**config.mk**
```make
export PLATFORM = sky130hd
export DESIGN_NAME = led_sel_ctrl_flat
export DESIGN_NICKNAME = d
export VERILOG_FILES = /design/src/rtl/led_sel_ctrl_if.sv /design/src/rtl/led_sel_ctrl.sv /design/src/flat_wrapper.sv
export SDC_FILE = /design/constraint.sdc
export NUM_CORES = 1
export LEC_CHECK = 0
export ABC_AREA = 1
export CAP_MARGIN = 10
export CORE_MARGIN = 2
export CORE_UTILIZATION = 43
export CTS_CLUSTER_SIZE = 24
export DETAILED_ROUTE_END_ITERATION = 10
export GPL_TIMING_DRIVEN = 0
export PLACE_DENSITY = 0.82
export RECOVER_POWER = 50
export SLEW_MARGIN = 20
export SYNTH_ARGS = -nofsm -noshare
export SYNTH_HDL_FRONTEND = slang
export SYNTH_SLANG_ARGS = --single-unit
```
**constraint.sdc**
```tcl
create_clock -name clk -period 1.51 [get_ports clk]
set_input_delay 0.2265 -clock clk [delete_from_list [all_inputs] [get_ports clk]]
set_output_delay 0.2265 -clock clk [all_outputs]
set_load 0.02 [all_outputs]
```
**src/rtl/led_sel_ctrl_if.sv**
```systemverilog
// rtl/led_sel_ctrl_if.sv - capture bus between the display sources and the LED select controller
interface led_sel_ctrl_if;
   logic        cap_en;
   logic [31:0] alu_a;
   logic [31:0] alu_b;
   logic        of_in;
   logic        zf_in;
   logic [31:0] dina;
   logic [31:0] dinb;
   logic        ofa;
   logic        zfa;

   // Source side: drives the live words and the capture strobe, observes the held copies
   modport master (
      output cap_en, alu_a, alu_b, of_in, zf_in,
      input  dina, dinb, ofa, zfa
   );

   // Controller side: samples the sources on cap_en and presents the held copies
   modport slave (
      input  cap_en, alu_a, alu_b, of_in, zf_in,
      output dina, dinb, ofa, zfa
   );
endinterface

```
**src/rtl/led_sel_ctrl.sv**
```systemverilog
// rtl/led_sel_ctrl.sv - debounced/auto-scan LED byte selector with display source capture
module led_sel_ctrl #(
   parameter logic [15:0] DB_CYCLES   = 16'd50000,
   parameter logic [25:0] SCAN_CYCLES = 26'd50000000
) (
   input  logic             clk,
   input  logic             rst_n,
   input  logic             btn_raw,
   input  logic             auto_en,
   led_sel_ctrl_if.slave    bus,
   output logic [2:0]       sela,
   output logic             step_pulse
);

   localparam logic [15:0] DB_LAST   = DB_CYCLES - 16'd1;
   localparam logic [25:0] SCAN_LAST = SCAN_CYCLES - 26'd1;

   typedef enum logic [1:0] {
      IDLE,
      PRESS_WAIT,
      HELD,
      RELEASE_WAIT
   } db_state_t;

   logic        sync0;
   logic        sync1;
   logic        btn_s;
   db_state_t   state;
   db_state_t   state_nxt;
   logic [15:0] db_cnt;
   logic [15:0] db_cnt_nxt;
   logic        press_evt;
   logic [25:0] scan_cnt;
   logic        scan_wrap;
   logic        step;

   assign btn_s = sync1;

   // Two-flop synchronizer: btn_raw is asynchronous to clk
   always_ff @(posedge clk) begin
      if (!rst_n) begin
         sync0 <= 1'b0;
         sync1 <= 1'b0;
      end else begin
         sync0 <= btn_raw;
         sync1 <= sync0;
      end
   end

   // Debouncer state and stability counter registers
   always_ff @(posedge clk) begin
      if (!rst_n) begin
         state  <= IDLE;
         db_cnt <= 16'd0;
      end else begin
         state  <= state_nxt;
         db_cnt <= db_cnt_nxt;
      end
   end

   // Debouncer next state; a press fires only on the PRESS_WAIT -> HELD transition
   always_comb begin
      state_nxt  = state;
      db_cnt_nxt = db_cnt;
      press_evt  = 1'b0;
      case (state)
         IDLE: begin
            if (btn_s) begin
               state_nxt  = PRESS_WAIT;
               db_cnt_nxt = 16'd0;
            end
         end
         PRESS_WAIT: begin
            if (!btn_s) begin
               state_nxt = IDLE;
            end else if (db_cnt == DB_LAST) begin
               state_nxt = HELD;
               press_evt = 1'b1;
            end else begin
               db_cnt_nxt = db_cnt + 16'd1;
            end
         end
         HELD: begin
            if (!btn_s) begin
               state_nxt  = RELEASE_WAIT;
               db_cnt_nxt = 16'd0;
            end
         end
         RELEASE_WAIT: begin
            if (btn_s) begin
               state_nxt = HELD;
            end else if (db_cnt == DB_LAST) begin
               state_nxt = IDLE;
            end else begin
               db_cnt_nxt = db_cnt + 16'd1;
            end
         end
         default: begin
            state_nxt = IDLE;
         end
      endcase
   end

   // Scan counter runs only in auto mode so the first auto step is a full period after entry
   always_ff @(posedge clk) begin
      if (!rst_n) begin
         scan_cnt <= 26'd0;
      end else if (!auto_en) begin
         scan_cnt <= 26'd0;
      end else if (scan_cnt == SCAN_LAST) begin
         scan_cnt <= 26'd0;
      end else begin
         scan_cnt <= scan_cnt + 26'd1;
      end
   end

   assign scan_wrap = auto_en && (scan_cnt == SCAN_LAST);
   assign step      = auto_en ? scan_wrap : press_evt;

   // Byte select advances (wrapping 7 -> 0) with a coincident one-cycle pulse
   always_ff @(posedge clk) begin
      if (!rst_n) begin
         sela       <= 3'd0;
         step_pulse <= 1'b0;
      end else begin
         step_pulse <= step;
         if (step) begin
            sela <= sela + 3'd1;
         end
      end
   end

   // Display source capture, independent of stepping
   always_ff @(posedge clk) begin
      if (!rst_n) begin
         bus.dina <= 32'd0;
         bus.dinb <= 32'd0;
         bus.ofa  <= 1'b0;
         bus.zfa  <= 1'b0;
      end else if (bus.cap_en) begin
         bus.dina <= bus.alu_a;
         bus.dinb <= bus.alu_b;
         bus.ofa  <= bus.of_in;
         bus.zfa  <= bus.zf_in;
      end
   end

endmodule
```
**src/flat_wrapper.sv**
```systemverilog
// flat-port wrapper written by rule: the top's interface ports become plain ports
module led_sel_ctrl_flat 
#(
   parameter logic [15:0] DB_CYCLES   = 16'd50000,
   parameter logic [25:0] SCAN_CYCLES = 26'd50000000
)
  (clk, rst_n, btn_raw, auto_en, sela, step_pulse, bus_cap_en, bus_alu_a, bus_alu_b, bus_of_in, bus_zf_in, bus_dina, bus_dinb, bus_ofa, bus_zfa);
  led_sel_ctrl_if bus_i ();
  input  logic clk;
  input  logic rst_n;
  input  logic btn_raw;
  input  logic auto_en;
  output logic [2:0] sela;
  output logic step_pulse;
  input wire logic [$bits(bus_i.cap_en)-1:0] bus_cap_en;
  input wire logic [$bits(bus_i.alu_a)-1:0] bus_alu_a;
  input wire logic [$bits(bus_i.alu_b)-1:0] bus_alu_b;
  input wire logic [$bits(bus_i.of_in)-1:0] bus_of_in;
  input wire logic [$bits(bus_i.zf_in)-1:0] bus_zf_in;
  output wire logic [$bits(bus_i.dina)-1:0] bus_dina;
  output wire logic [$bits(bus_i.dinb)-1:0] bus_dinb;
  output wire logic [$bits(bus_i.ofa)-1:0] bus_ofa;
  output wire logic [$bits(bus_i.zfa)-1:0] bus_zfa;
  assign bus_i.cap_en = bus_cap_en;
  assign bus_i.alu_a = bus_alu_a;
  assign bus_i.alu_b = bus_alu_b;
  assign bus_i.of_in = bus_of_in;
  assign bus_i.zf_in = bus_zf_in;
  assign bus_dina = bus_i.dina;
  assign bus_dinb = bus_i.dinb;
  assign bus_ofa = bus_i.ofa;
  assign bus_zfa = bus_i.zfa;
  led_sel_ctrl #(.DB_CYCLES(DB_CYCLES), .SCAN_CYCLES(SCAN_CYCLES)) u_core (.clk(clk), .rst_n(rst_n), .btn_raw(btn_raw), .auto_en(auto_en), .bus(bus_i), .sela(sela), .step_pulse(step_pulse));
endmodule
```
# --- Word level (Yosys, flattened, before mapping) ---
# Index checks and enable logic that the tools add are counted.
totals:
  input_bits: 71
  word_cells: 49
  reg_bits: 116
op_classes:
  n_eq_ne: 11
  bitwise: 2
  addsub: 3
  n_reduce_logical: 5
  mux: 17
ops:
  columns: ["op", "count"]
  rows:
  - ["two-way mux 16 bit", 5]
  - ["case mux 16 bit (4 select lines)", 1]
  - ["adder 26 x 1 -> 26 bit, second input constant", 1]
  - ["== test 26 bit, second input constant", 1]
  - ["adder 16 x 1 -> 16 bit, second input constant", 1]
  - ["== test 16 bit, second input constant", 1]
  - ["two-way mux 2 bit", 6]
  - ["case mux 2 bit (4 select lines)", 1]
  - ["AND reduction 4 bit", 2]
  - ["== test 2 bit, second input constant", 2]
  - ["two-way mux 1 bit", 4]
  - ["!= test 2 x 1 -> 1 bit, second input constant", 2]
  - ["!= test 2 bit, second input constant", 2]
  - ["adder 3 x 1 -> 3 bit, second input constant", 1]
  - ["!= test 3 x 1 -> 1 bit, second input constant", 1]
  - ["!= test 3 bit, second input constant", 1]
  - ["OR reduction 3 bit", 1]
  - ["== test 2 x 1 -> 1 bit, second input constant", 1]
  - ["zero test 2 bit", 1]
  - ["NOT 1 bit", 2]
  - ["logical AND 1 bit", 1]

# --- Depth between registers and ports, before layout ---
# Gate-level depths: netlist of run 1.
depth:
  word_depth: 5
  ltp_mapped: 10
  mapped_depth_nobuf: 10

# --- Least setup slack after synthesis of run 1 ---
# No wires, ideal clock.
synth_path:
  path_kind: "register -> register"
  start: "reg u_core.scan_cnt[0]"
  end: "reg u_core.scan_cnt[9]"
  t_arrival_ns: 1.430
  period_less_slack_ns: 1.552
  stages_incl_launch_ff: 10
  setup_slack_ns: -0.042
  setup_ns: 0.122
  cell_sequence: "dfxtp_1 > ha_1 > nand2_1 > nor2_4 > nand2_2 > nor2_1 > nand2_1 > nand3_2 > buf_6 > a21oi_1"
synth_between:
  elab_chain_len: 2
  word_cells_on_any_way: 3
synth_rtl:
  columns: ["item", "line_no", "source"]
  rows:
  - ["start: declaration", "led_sel_ctrl.sv:33", "logic [25:0] scan_cnt;"]
  - ["start signal: assignment", "led_sel_ctrl.sv:113", "scan_cnt <= scan_cnt + 26'd1;"]
  - ["branches (longest 2 deep; another with adder 26 x 1 -> 26 bit)", null, null]
# Parallel ways; which one is timed is not known.
# A chain may end at the register's enable or synchronous reset.

# --- Worst setup path after layout of run 1 ---
layout_path:
  start: "reg u_core.scan_cnt[0]"
  end: "reg u_core.scan_cnt[11]"
# Same word-level chain as after synthesis.

==> PnR_summary.wiki, run 1 <==
{| class="wikitable"
! Metric !! Value
|-
| Status || finished, violations left
|-
| Failing checks || setup timing
|-
| Die Ht || roughly 110 um
|-
| Seq/Total Area, Yosys || 0.462
|-
| Setup repair after global routing missed its margin || yes
|-
| Net Count, Synth || between 700 and 800
|-
| Number of antenna violations at the first check in global routing || 0
|-
| Final non-filler cell area || around 7800 um2
|-
| Smallest setup slack after layout || -71.7 ps
|-
| Peak Freq || around 630 MHz
|-
| Leakage power of the design || approximately 0.0033 uW
|-
| Number of enable flip-flop cells after synthesis || 0
|-
| Worst R2R Path Depth || 9
|-
| Number of cells produced by synthesis || between 700 and 800
|-
| DRC Markers || 0
|-
| Total chip power || between 8000 and 9000 uW
|-
| Max FO, Critical Path || 7
|-
| Post-Route WL || about 16000 um
|-
| Share of flip-flops with an asynchronous set or reset after synthesis || 0
|-
| Power density over the cells || about 1100 nW/um2
|-
| Worst reg2reg path endpoint || u_core.scan_cnt[11]
|-
| Crit path kind || reg2reg
|-
| Layout cells sized above 1 || 0.188
|-
| Worst Hold Class || in2reg
|-
| Setup-failing EPs final || 29
|-
| Clock tree from TritonCTS || done
|-
| Total track usage || 0.242
|-
| Maximum buffer depth of the clock tree || 2
|-
| CTS H-Tree Depth || 4
|-
| First drt pass iteration count || 5
|-
| Placed Instance Area || approximately 6600 um2
|-
| Skew-Pair Late Insertion Delay || 420 ps
|-
| Fraction of power consumed by combinational cells || 0.102
|-
| Number of synthesized register bits || between 100 and 150
|-
| Count of pins on the block boundary || about 140
|-
| Crit path largest cell delay || 370 ps
|-
| Clock network fraction of total power || 0.518
|-
| Switching portion of total power || 0.228
|-
| Launching point of the worst reg2reg path || u_core.scan_cnt[0]
|-
| Antenna Violating Nets Remaining || 0
|-
| Wirelength per Cell || roughly 15 um
|-
| Critical Path Sink Type || flip-flop
|-
| CP cell instances || ha_4 -> nand2_4 -> nor2_4 -> nand2_4 -> nor2_4 -> nand2_2 -> nand3_4 -> buf_6 -> a21oi_1
|-
| Die footprint || 12600 um2
|-
| Detailed router's first-iteration violation count || 438
|-
| Crit path max-delay cell type || dfxtp_4
|-
| Yosys cell types || 32
|-
| Most instantiated flip-flop cell in the synthesis netlist || dfxtp_1
|-
| Worst hold endpoint || u_core.bus.ofa
|-
| Max-slew violation count || 0
|-
| Hold path startpoint || bus_cap_en
|-
| Number of clock sinks seen by CTS || 116
|-
| Post-layout minimum cycle time || roughly 1600 ps
|-
| Worst reg-to-reg setup slack || -70 ps
|-
| Area inside the core boundary || between 10000 and 15000 um2
|-
| Cell depth of the worst hold path || 3
|-
| Fin Clk Skew || about 8.9 ps
|-
| Placed wire-length estimate after detailed placement || 10000 um
|-
| Maxcap violations || 0
|-
| Switching power || 1950 uW
|-
| Largest net degree at the start of global routing || 17
|-
| Chip Width || between 100 and 150 um
|-
| Master cell of the clock root buffer || clkbuf_16
|-
| Hold violation count in the final report || 0
|-
| Worst slew slack as a fraction of its limit || 0.712
|-
| Actual transition at the worst max-transition pin || roughly 430 ps
|-
| Cell family with most CP delay || simple AND/OR/NAND/NOR gates
|-
| Startpoint type of the worst setup path || flip-flop
|-
| Post-synthesis instance area || between 5000 and 6000 um2
|-
| Number of global-route vias before repair || roughly 5400
|-
| Final worst-path cycle share || 1.05
|-
| Starting Density || 0.440
|-
| WP buf/inv || 1
|-
| Post-placement worst setup slack || -725 ps
|-
| Final weighted congestion in routability-driven placement || roughly 0.88
|-
| Filler instances || 933
|-
| Arrival time reported for the critical path endpoint || about 1900 ps
|-
| Vias per cell || about 5.2
|-
| Synthesis-to-finish area growth || 54.3%
|-
| Peak supply drop || around 0.0010 V
|-
| Global-route wire length before repair || around 24000 um
|-
| Number of warnings printed during yosys synthesis || 0
|-
| Fin nets || between 900 and 1000
|-
| Required time reported for the critical path endpoint || approximately 1800 ps
|-
| Internal cell power || around 6600 uW
|-
| Count of vias placed by the detailed router || between 5000 and 6000
|-
| Diodes inserted || 0
|-
| Seq pwr share || 0.381
|-
| Post-Syn Area per Cell || 7.00 um2
|-
| Count of input and output buffers || roughly 140
|-
| CTS Buf Count || 17
|-
| Total grt overflow || 0
|-
| Rows || 39
|-
| Clk pin slew, worst setup/hold paths || approximately 50 ps
|}
## through the flow
step / utilization / hold slack, ps / instances / setup TNS, ps
finish: 0.679 / 259 / 1053 / -1270
global route: 0.679 / 278 / 1053 / -3830
CTS: 0.642 / 252 / 1042 / -361
detailed placement: 0.579 / 401 / 1000 / -45490
global placement: 0.579 / 400 / 1000 / -43020
floorplan: - / 324 / 718 / 0
## worst max-delay path by stage
stage,cells past startpoint,slack [ps],end,startpoint
after detailed placement,5,-720,u_core.bus.dinb[25],rst_n
after global placement,5,-690,u_core.bus.dina[2],rst_n
after global routing,9,-140,u_core.scan_cnt[11],u_core.scan_cnt[0]
after floorplan,9,9,u_core.scan_cnt[9],u_core.scan_cnt[1]
final,9,-70,u_core.scan_cnt[11],u_core.scan_cnt[0]
after CTS,9,-40,u_core.db_cnt[14],u_core.db_cnt[0]
## worst min-delay path: stages
cell      delay, ps
clkbuf_1        170
o21ai_0         190
nor2_1           40
## cell families after synthesis
family	share of synthesized area
AOI/OAI and AO/OA	0.105
xor gates and xnor gates	0.0120
adders and majority gates	0.00747
buffers and inverters	0.0662
DFF	0.462
and+or+nand+nor	0.347
## registers in the layout, indices dropped and copies added, names as in the netlist, named ones only
| register | cells |
|---|---|
| u_core.bus.dina | 32 |
| u_core.bus.dinb | 32 |
| u_core.sync0 | 1 |
| u_core.db_cnt | 16 |
| u_core.btn_s | 1 |
| u_core.bus.ofa | 1 |
| u_core.bus.zfa | 1 |
| u_core.sela | 3 |
| u_core.state | 1 |
| u_core.scan_cnt | 26 |
| u_core.step_pulse | 1 |
## synth_stat cells, types with 2 or more instances
master | number | share of area
inv_2 | 5 | 0.0037
nor3b_1 | 3 | 0.0045
nand3b_1 | 2 | 0.0030
nand3_2 | 3 | 0.0060
clkinv_1 | 2 | 0.0015
nor3_2 | 4 | 0.0080
nand2_1 | 123 | 0.092
or2_2 | 2 | 0.0025
buf_6 | 4 | 0.0090
xor2_1 | 3 | 0.0052
buf_2 | 5 | 0.0050
o21ai_1 | 2 | 0.0020
inv_1 | 46 | 0.034
nand4_1 | 14 | 0.017
a21oi_1 | 28 | 0.028
clkbuf_1 | 17 | 0.013
ha_1 | 3 | 0.0075
nor2_1 | 207 | 0.15
dfxtp_1 | 116 | 0.46
nand3_1 | 30 | 0.030
nor3_1 | 12 | 0.012
xnor2_1 | 2 | 0.0035
o21ai_0 | 71 | 0.071
nand2_2 | 4 | 0.0050
nor2_2 | 3 | 0.0037
## power groups by stage
stage | sequential, uW | clock, uW | combinational, uW
2_1_floorplan | 3470 | 0 | 235
3_3_place_gp | 3310 | 0 | 889
3_5_place_dp | 3320 | 0 | 893
4_1_cts | 3250 | 4450 | 842
5_1_grt | 3260 | 4580 | 946
6_report | 3250 | 4430 | 869
## cell usage in the layout (no fill, tap or decap), types with 3 or more instances in the layout
cell | synthesis | final
dfxtp_4 | 0 | 3
o21ai_0 | 71 | 71
inv_1 | 46 | 45
bufinv_16 | 0 | 5
nand4_1 | 14 | 14
nand3_1 | 30 | 25
nand3_4 | 0 | 3
buf_6 | 4 | 5
buf_2 | 5 | 5
a21oi_2 | 0 | 19
clkbuf_1 | 17 | 13
nor2_1 | 207 | 190
dfxtp_2 | 0 | 13
buf_4 | 0 | 16
xor2_1 | 3 | 3
nand2_2 | 4 | 9
inv_2 | 5 | 6
dfxtp_1 | 116 | 100
dlygate4sd2_1 | 0 | 70
nand2_1 | 123 | 110
a21oi_1 | 28 | 9
clkdlybuf4s50_1 | 0 | 69
nor3_2 | 4 | 8
nor2_2 | 3 | 13
nand2_4 | 0 | 8
clkbuf_16 | 0 | 18
nor3b_1 | 3 | 3
nand3_2 | 3 | 5
nor3_1 | 12 | 6
clkbuf_2 | 0 | 8
nor2_4 | 1 | 8
## timing repair
action	CTS	global route
endpoints found under the setup margin	179	80
resized for setup	95	101
hold buffers	0	0
setup buffers	8	10
pin swaps	4	20
cloned	2	2
## final cells by class
cell class	count	area (um2)	share of cell area
tap	143	179	0.0231
buffer	25	136	0.0176
sequential	116	2350	0.303
inverter	53	201	0.0260
multi-input combinational	523	2720	0.351
timing repair buffer	161	1530	0.197
clock inverter	9	175	0.0226
clock buffer	23	468	0.0604
## routing by layer
metal	share of wire	wire length, um	vias up	track usage
li1	-	-	2671	-
met1	0.39	6130	2495	0.269
met2	0.48	7470	253	0.397
met3	0.11	1670	35	0.0999
met4	0.024	378	0	0.128
met5	0	0	-	0
Note: power is estimated with default switching activity, not from simulation.
==> run 2, diff against run 1 <==
GPL_ROUTABILITY_DRIVEN = 0   (was default)
==> results of run 2 <==
No change in the layout: final DEF, timing and power equal those of run 1.
==> run 3, diff against run 2 <==
CAP_MARGIN = default   (was 10)
==> results of run 3 <==
No change in the layout: final DEF, timing and power equal those of run 1.
